[config.mk]
export PLATFORM = sky130hd
export DESIGN_NAME = decoder_rr_arbiter
export DESIGN_NICKNAME = d
export VERILOG_FILES = /design/src/rtl/decoder_rr_arbiter.sv
export SDC_FILE = /design/constraint.sdc
export NUM_CORES = 1
export LEC_CHECK = 0
export CAP_MARGIN = 5
export CORE_AREA = 2 2 69 54
export CTS_BUF_LIST = sky130_fd_sc_hd__clkbuf_4
export CTS_CLUSTER_DIAMETER = 80
export CTS_CLUSTER_SIZE = 25
export DETAILED_ROUTE_END_ITERATION = 8
export DIE_AREA = 0 0 71 56
export PLACE_DENSITY = 0.88
export SLEW_MARGIN = 20
export SYNTH_ARGS = -nofsm -noshare
export SYNTH_HDL_FRONTEND = slang
export SYNTH_SLANG_ARGS = --single-unit
export TNS_END_PERCENT = 50
[constraint.sdc]
create_clock -name clk -period 4.7 [get_ports clk]
set_input_delay 0.94 -clock clk [delete_from_list [all_inputs] [get_ports clk]]
set_output_delay 0.94 -clock clk [all_outputs]
set_load 0.005 [all_outputs]
[src/rtl/decoder_rr_arbiter.sv]
// Round-robin arbiter for 2**N requesters with a binary grant index and a registered one-hot select.
// Define ARB_TIMEOUT_EN to build the hold counter that force-releases a grant after HOLD_MAX cycles.
module decoder_rr_arbiter #(
    parameter int N        = 3,
    parameter int HOLD_MAX = 16,
    parameter int CNT_W    = 5
) (
    input  logic                clk,
    input  logic                rst_n,
    input  logic [(1<<N)-1:0]   req,
    input  logic                done,
    output logic                gnt_valid,
    output logic [N-1:0]        gnt_idx,
    output logic [(1<<N)-1:0]   gnt_onehot,
    output logic                timeout
);
    localparam int NREQ = 1 << N;

    generate
        if (HOLD_MAX < 2 || (64'd1 << CNT_W) < 64'(HOLD_MAX)) begin : g_bad_params
            $error("decoder_rr_arbiter: HOLD_MAX must be in 2..2**CNT_W");
        end
    endgenerate

    typedef enum logic {IDLE, GRANT} state_t;

    state_t            state_reg, state_next;
    logic [N-1:0]      ptr_reg, ptr_next;
    logic              gnt_valid_reg, gnt_valid_next;
    logic [N-1:0]      gnt_idx_reg, gnt_idx_next;
    logic [NREQ-1:0]   gnt_onehot_reg, gnt_onehot_next;
    logic              timeout_reg, timeout_next;

    logic              sel_found;
    logic [N-1:0]      sel_idx;
    logic [N-1:0]      cand;
    logic              owner_release;
    logic              force_release;

    // Scan from ptr upward with natural N-bit wrap; first pending request wins.
    always_comb begin
        sel_found = 1'b0;
        sel_idx   = ptr_reg;
        cand      = ptr_reg;
        for (int k = 0; k < NREQ; k++) begin
            cand = ptr_reg + N'(k);
            if (!sel_found && req[cand]) begin
                sel_found = 1'b1;
                sel_idx   = cand;
            end
        end
    end

    assign owner_release = done || !req[gnt_idx_reg];

`ifdef ARB_TIMEOUT_EN
    logic [CNT_W-1:0] hold_cnt_reg, hold_cnt_next;

    assign force_release = !owner_release && (hold_cnt_reg == CNT_W'(HOLD_MAX - 1));
    // Counts GRANT cycles; any cycle outside an ongoing grant restarts it at zero.
    assign hold_cnt_next = (state_reg == GRANT && state_next == GRANT) ? hold_cnt_reg + 1'b1
                                                                       : '0;

    always_ff @(posedge clk or negedge rst_n) begin
        if (!rst_n) begin
            hold_cnt_reg <= '0;
        end else begin
            hold_cnt_reg <= hold_cnt_next;
        end
    end
`else
    assign force_release = 1'b0;
`endif

    always_comb begin
        state_next     = state_reg;
        ptr_next       = ptr_reg;
        gnt_valid_next = gnt_valid_reg;
        gnt_idx_next   = gnt_idx_reg;
        timeout_next   = 1'b0;
        case (state_reg)
            IDLE: begin
                if (sel_found) begin
                    state_next     = GRANT;
                    gnt_valid_next = 1'b1;
                    gnt_idx_next   = sel_idx;
                end
            end
            GRANT: begin
                if (owner_release || force_release) begin
                    state_next     = IDLE;
                    gnt_valid_next = 1'b0;
                    gnt_idx_next   = '0;
                    ptr_next       = gnt_idx_reg + 1'b1;
                    timeout_next   = force_release;
                end
            end
            default: begin
                state_next     = IDLE;
                gnt_valid_next = 1'b0;
                gnt_idx_next   = '0;
            end
        endcase
    end

    // Enabled N-to-2**N decode of the next index, gated by next grant-valid.
    genvar gi;
    generate
        for (gi = 0; gi < NREQ; gi++) begin : g_dec
            assign gnt_onehot_next[gi] = gnt_valid_next && (gnt_idx_next == N'(gi));
        end
    endgenerate

    always_ff @(posedge clk or negedge rst_n) begin
        if (!rst_n) begin
            state_reg      <= IDLE;
            ptr_reg        <= '0;
            gnt_valid_reg  <= 1'b0;
            gnt_idx_reg    <= '0;
            gnt_onehot_reg <= '0;
            timeout_reg    <= 1'b0;
        end else begin
            state_reg      <= state_next;
            ptr_reg        <= ptr_next;
            gnt_valid_reg  <= gnt_valid_next;
            gnt_idx_reg    <= gnt_idx_next;
            gnt_onehot_reg <= gnt_onehot_next;
            timeout_reg    <= timeout_next;
        end
    end

    assign gnt_valid  = gnt_valid_reg;
    assign gnt_idx    = gnt_idx_reg;
    assign gnt_onehot = gnt_onehot_reg;
    assign timeout    = timeout_reg;

endmodule
==> flow_metrics.env <==
export IMPL_status="completed"
export IMPL_cts_made_buffers=3
export IMPL_initial_core_util=0.554
export IMPL_viasPerCell=6.89
export IMPL_skew_ns=0.00961
export IMPL_dpl_cell_area_sq_um=2010
export IMPL_hold_path_class="flop to flop"
export IMPL_p_leak_nw=0.807
export IMPL_die_y_um=56
export IMPL_grt_pass1_vias=1389
export IMPL_io_buffers=22
export IMPL_fp_dieArea_sq_um=3980
export IMPL_crit_chain="clkdlybuf4s50_1 -> mux4_2 -> mux2i_1 -> nand3_1 -> or4_1 -> o2111ai_1 -> o311a_2 -> inv_2 -> nor3_1"
export IMPL_finalSetupViolations=0
export IMPL_synth_cell_area_sq_um=1810
export IMPL_vias=1626
export IMPL_io_pins=24
export IMPL_p_switching_mw=0.889
export IMPL_tightestPinTransition_ns=0.693
export IMPL_synth_warnings=0
export IMPL_routed_wl_met2_um=1850
export IMPL_ys_seq_area_frac=0.221
export IMPL_grt_max_degree=20
export IMPL_fin_crit_ns=3.78
export IMPL_mostFrequentLayoutCell="clkdlybuf4s50_1"
export IMPL_comb_power_share=0.804
export IMPL_layout_common_cells="clkdlybuf4s50_1, nand2_1, dfrtp_1, mux4_2, mux2i_1"
export IMPL_drc_errors=0
export IMPL_p_per_area_nw_per_um2=859
export IMPL_cts_resized=0
export IMPL_placementRows=18
export IMPL_maxCapViolations=0
export IMPL_arrival_ns=3.96
export IMPL_cts_hold_buffers_added=0
export IMPL_p_int_mw=0.861
export IMPL_peakVddDrop_mv=0.437
export IMPL_nets=211
export IMPL_worstSetupStartpointType="input pin"
export IMPL_n_fill_cell=266
export IMPL_gp_congestion=1.00
export IMPL_h_tree_depth=1
export IMPL_largest_register_ffs=8
export IMPL_routedWlPerCell_um=19.0
export IMPL_max_slew_margin=0.538
export IMPL_clkSlewWorstSetupHoldPaths_ns=0.08
export IMPL_grt_ovfl_total=0
export IMPL_drt_initial_drc_count=183
export IMPL_synth_ff_type="dfrtp_1"
export IMPL_hold_viol=0
export IMPL_stdcell_count=236
export IMPL_totalWireLength_um=4490
export IMPL_cts_tree="done"
export IMPL_setup_tns_ns=0
export IMPL_drt_pass1_iterations=4
export IMPL_clockBufferDepth=2
export IMPL_path_max_fanout=10
export IMPL_worstPathRequired_ns=4.88
export IMPL_cp_end_kind="flop"
export IMPL_synth_edff_count=0
export IMPL_max_stage_delay_ns=0.60
export IMPL_highest_layer="met4"
export IMPL_path_class="input pin to flop"
export IMPL_dp_cells=232
export IMPL_core_area_sq_um=3270
export IMPL_grt_first_pass_wirelength_um=7360
export IMPL_max_clock_freq_ghz=0.265
export IMPL_worst_skew_pair_late_latency_ns=0.29
export IMPL_rsz0062_at_grt="no"
export IMPL_cts_root_buf="clkbuf_4"
export IMPL_syn_to_final_growth_pct=12.5
export IMPL_ys_ff_latch=16
export IMPL_cts_sinks=16
export IMPL_switching_share=0.508
export IMPL_post_route_period_util=0.803
export IMPL_wl_met1_um=2090
export IMPL_avgSynthCellArea_sq_um=10.0
export IMPL_grt_antenna_before_repair=0
export IMPL_power_share_sequential=0.154
export IMPL_postCtsSetupBuffers=0
export IMPL_wl_met3_um=495
export IMPL_synthCells=181
export IMPL_grt_usage=0.235
export IMPL_design_area_sq_um=2040
export IMPL_async_flop_share=1.00
export IMPL_synth_nets=195
export IMPL_antenna_cells=0
export IMPL_die_w_um=71
export IMPL_hpwl_um=3470
export IMPL_crit_slowest_cell="clkdlybuf4s50_1"
export IMPL_report_final_slew_viol_count=0
export IMPL_drt_antenna_violating_nets=0
export IMPL_clock_power_share=0.042
export IMPL_drive_gt1_frac=0.194
export IMPL_yosysUniqueCellTypes=54
critical path: cells and delay by family:
| family | cells | cell delay, ns |
|---|---|---|
| AOI/OAI and AO/OA | 2 | 0.39 |
| buffers and inverters | 2 | 0.67 |
| muxes | 2 | 0.93 |
| and+or+nand+nor | 3 | 1.03 |
worst paths after layout:
kind	start	to	slack, ns	depth (start not counted)
hold reg to reg	gnt_valid	gnt_valid	0.69	2
max in group asynchronous	rst_n	gnt_onehot[4]	3.22	1
min in group asynchronous	rst_n	gnt_onehot[2]	1.05	1
hold / removal	gnt_valid	gnt_valid	0.69	2
setup reg to reg	ptr_reg[1]	gnt_onehot[4]	0.99	10
setup / recovery	req[5]	gnt_onehot[4]	0.92	9
cells by family (layout without fill, tap and decap cells):
group / Yosys count / after routing / synth area share
buf+inv: 20 / 35 / 0.0615
mux: 37 / 37 / 0.321
other cells: 1 / 1 / 0.00207
xor+xnor: 3 / 3 / 0.0145
flops: 16 / 16 / 0.221
compound gates: 38 / 38 / 0.178
fa+ha+maj: 3 / 3 / 0.0207
simple gates: 63 / 63 / 0.182
layout make-up:
cell class              count  area, sq um  area share
inverters                   7         26.3      0.0129
clock buffers               3         22.5      0.0111
flip-flops and latches     16          400       0.197
clock inverters             1         3.75     0.00184
repair buffers             24          235       0.115
multi-input cells         145         1300       0.638
well taps                  40         50.0      0.0246
metal layers:
layer | vias to the layer above | GRT usage
li1 | 746 | -
met1 | 769 | 0.374
met2 | 101 | 0.314
met3 | 10 | 0.0707
met4 | 0 | 0.0404
met5 | - | 0
power groups by stage:
stage	sequential (mW)	combinational, mW	clock (mW)
finish	0.270	1.41	0.0738
CTS	0.268	1.38	0.0761
detailed placement	0.270	1.38	0
global route	0.281	1.52	0.0828
floorplan	0.232	1.15	0
global placement	0.270	1.36	0
synth_stat cells (4+ instances only):
| master | instances | share of area |
|---|---|---|
| nand4b_1 | 4 | 0.019 |
| nand2b_1 | 5 | 0.017 |
| dfrtp_1 | 16 | 0.22 |
| clkbuf_1 | 5 | 0.010 |
| nand3_1 | 5 | 0.014 |
| and3_1 | 4 | 0.014 |
| inv_1 | 4 | 0.0083 |
| mux2_2 | 8 | 0.050 |
| nand2_1 | 16 | 0.033 |
| nor3_1 | 7 | 0.019 |
| nor2_1 | 11 | 0.023 |
| mux2i_1 | 13 | 0.072 |
| a211oi_1 | 7 | 0.029 |
| buf_6 | 4 | 0.025 |
| mux4_2 | 15 | 0.19 |
metrics by stage:
step,utilization,hold WS (ns),setup WS [ns],power [mW]
finish,0.624,0.690,0.924,1.75
global placement,0.616,0.646,0.646,1.63
CTS,0.624,0.690,0.994,1.72
floorplan,-,0.588,1.43,1.39
global route,0.624,0.737,0.688,1.88
detailed placement,0.616,0.677,0.700,1.65
(Power assumes the default switching activity.)
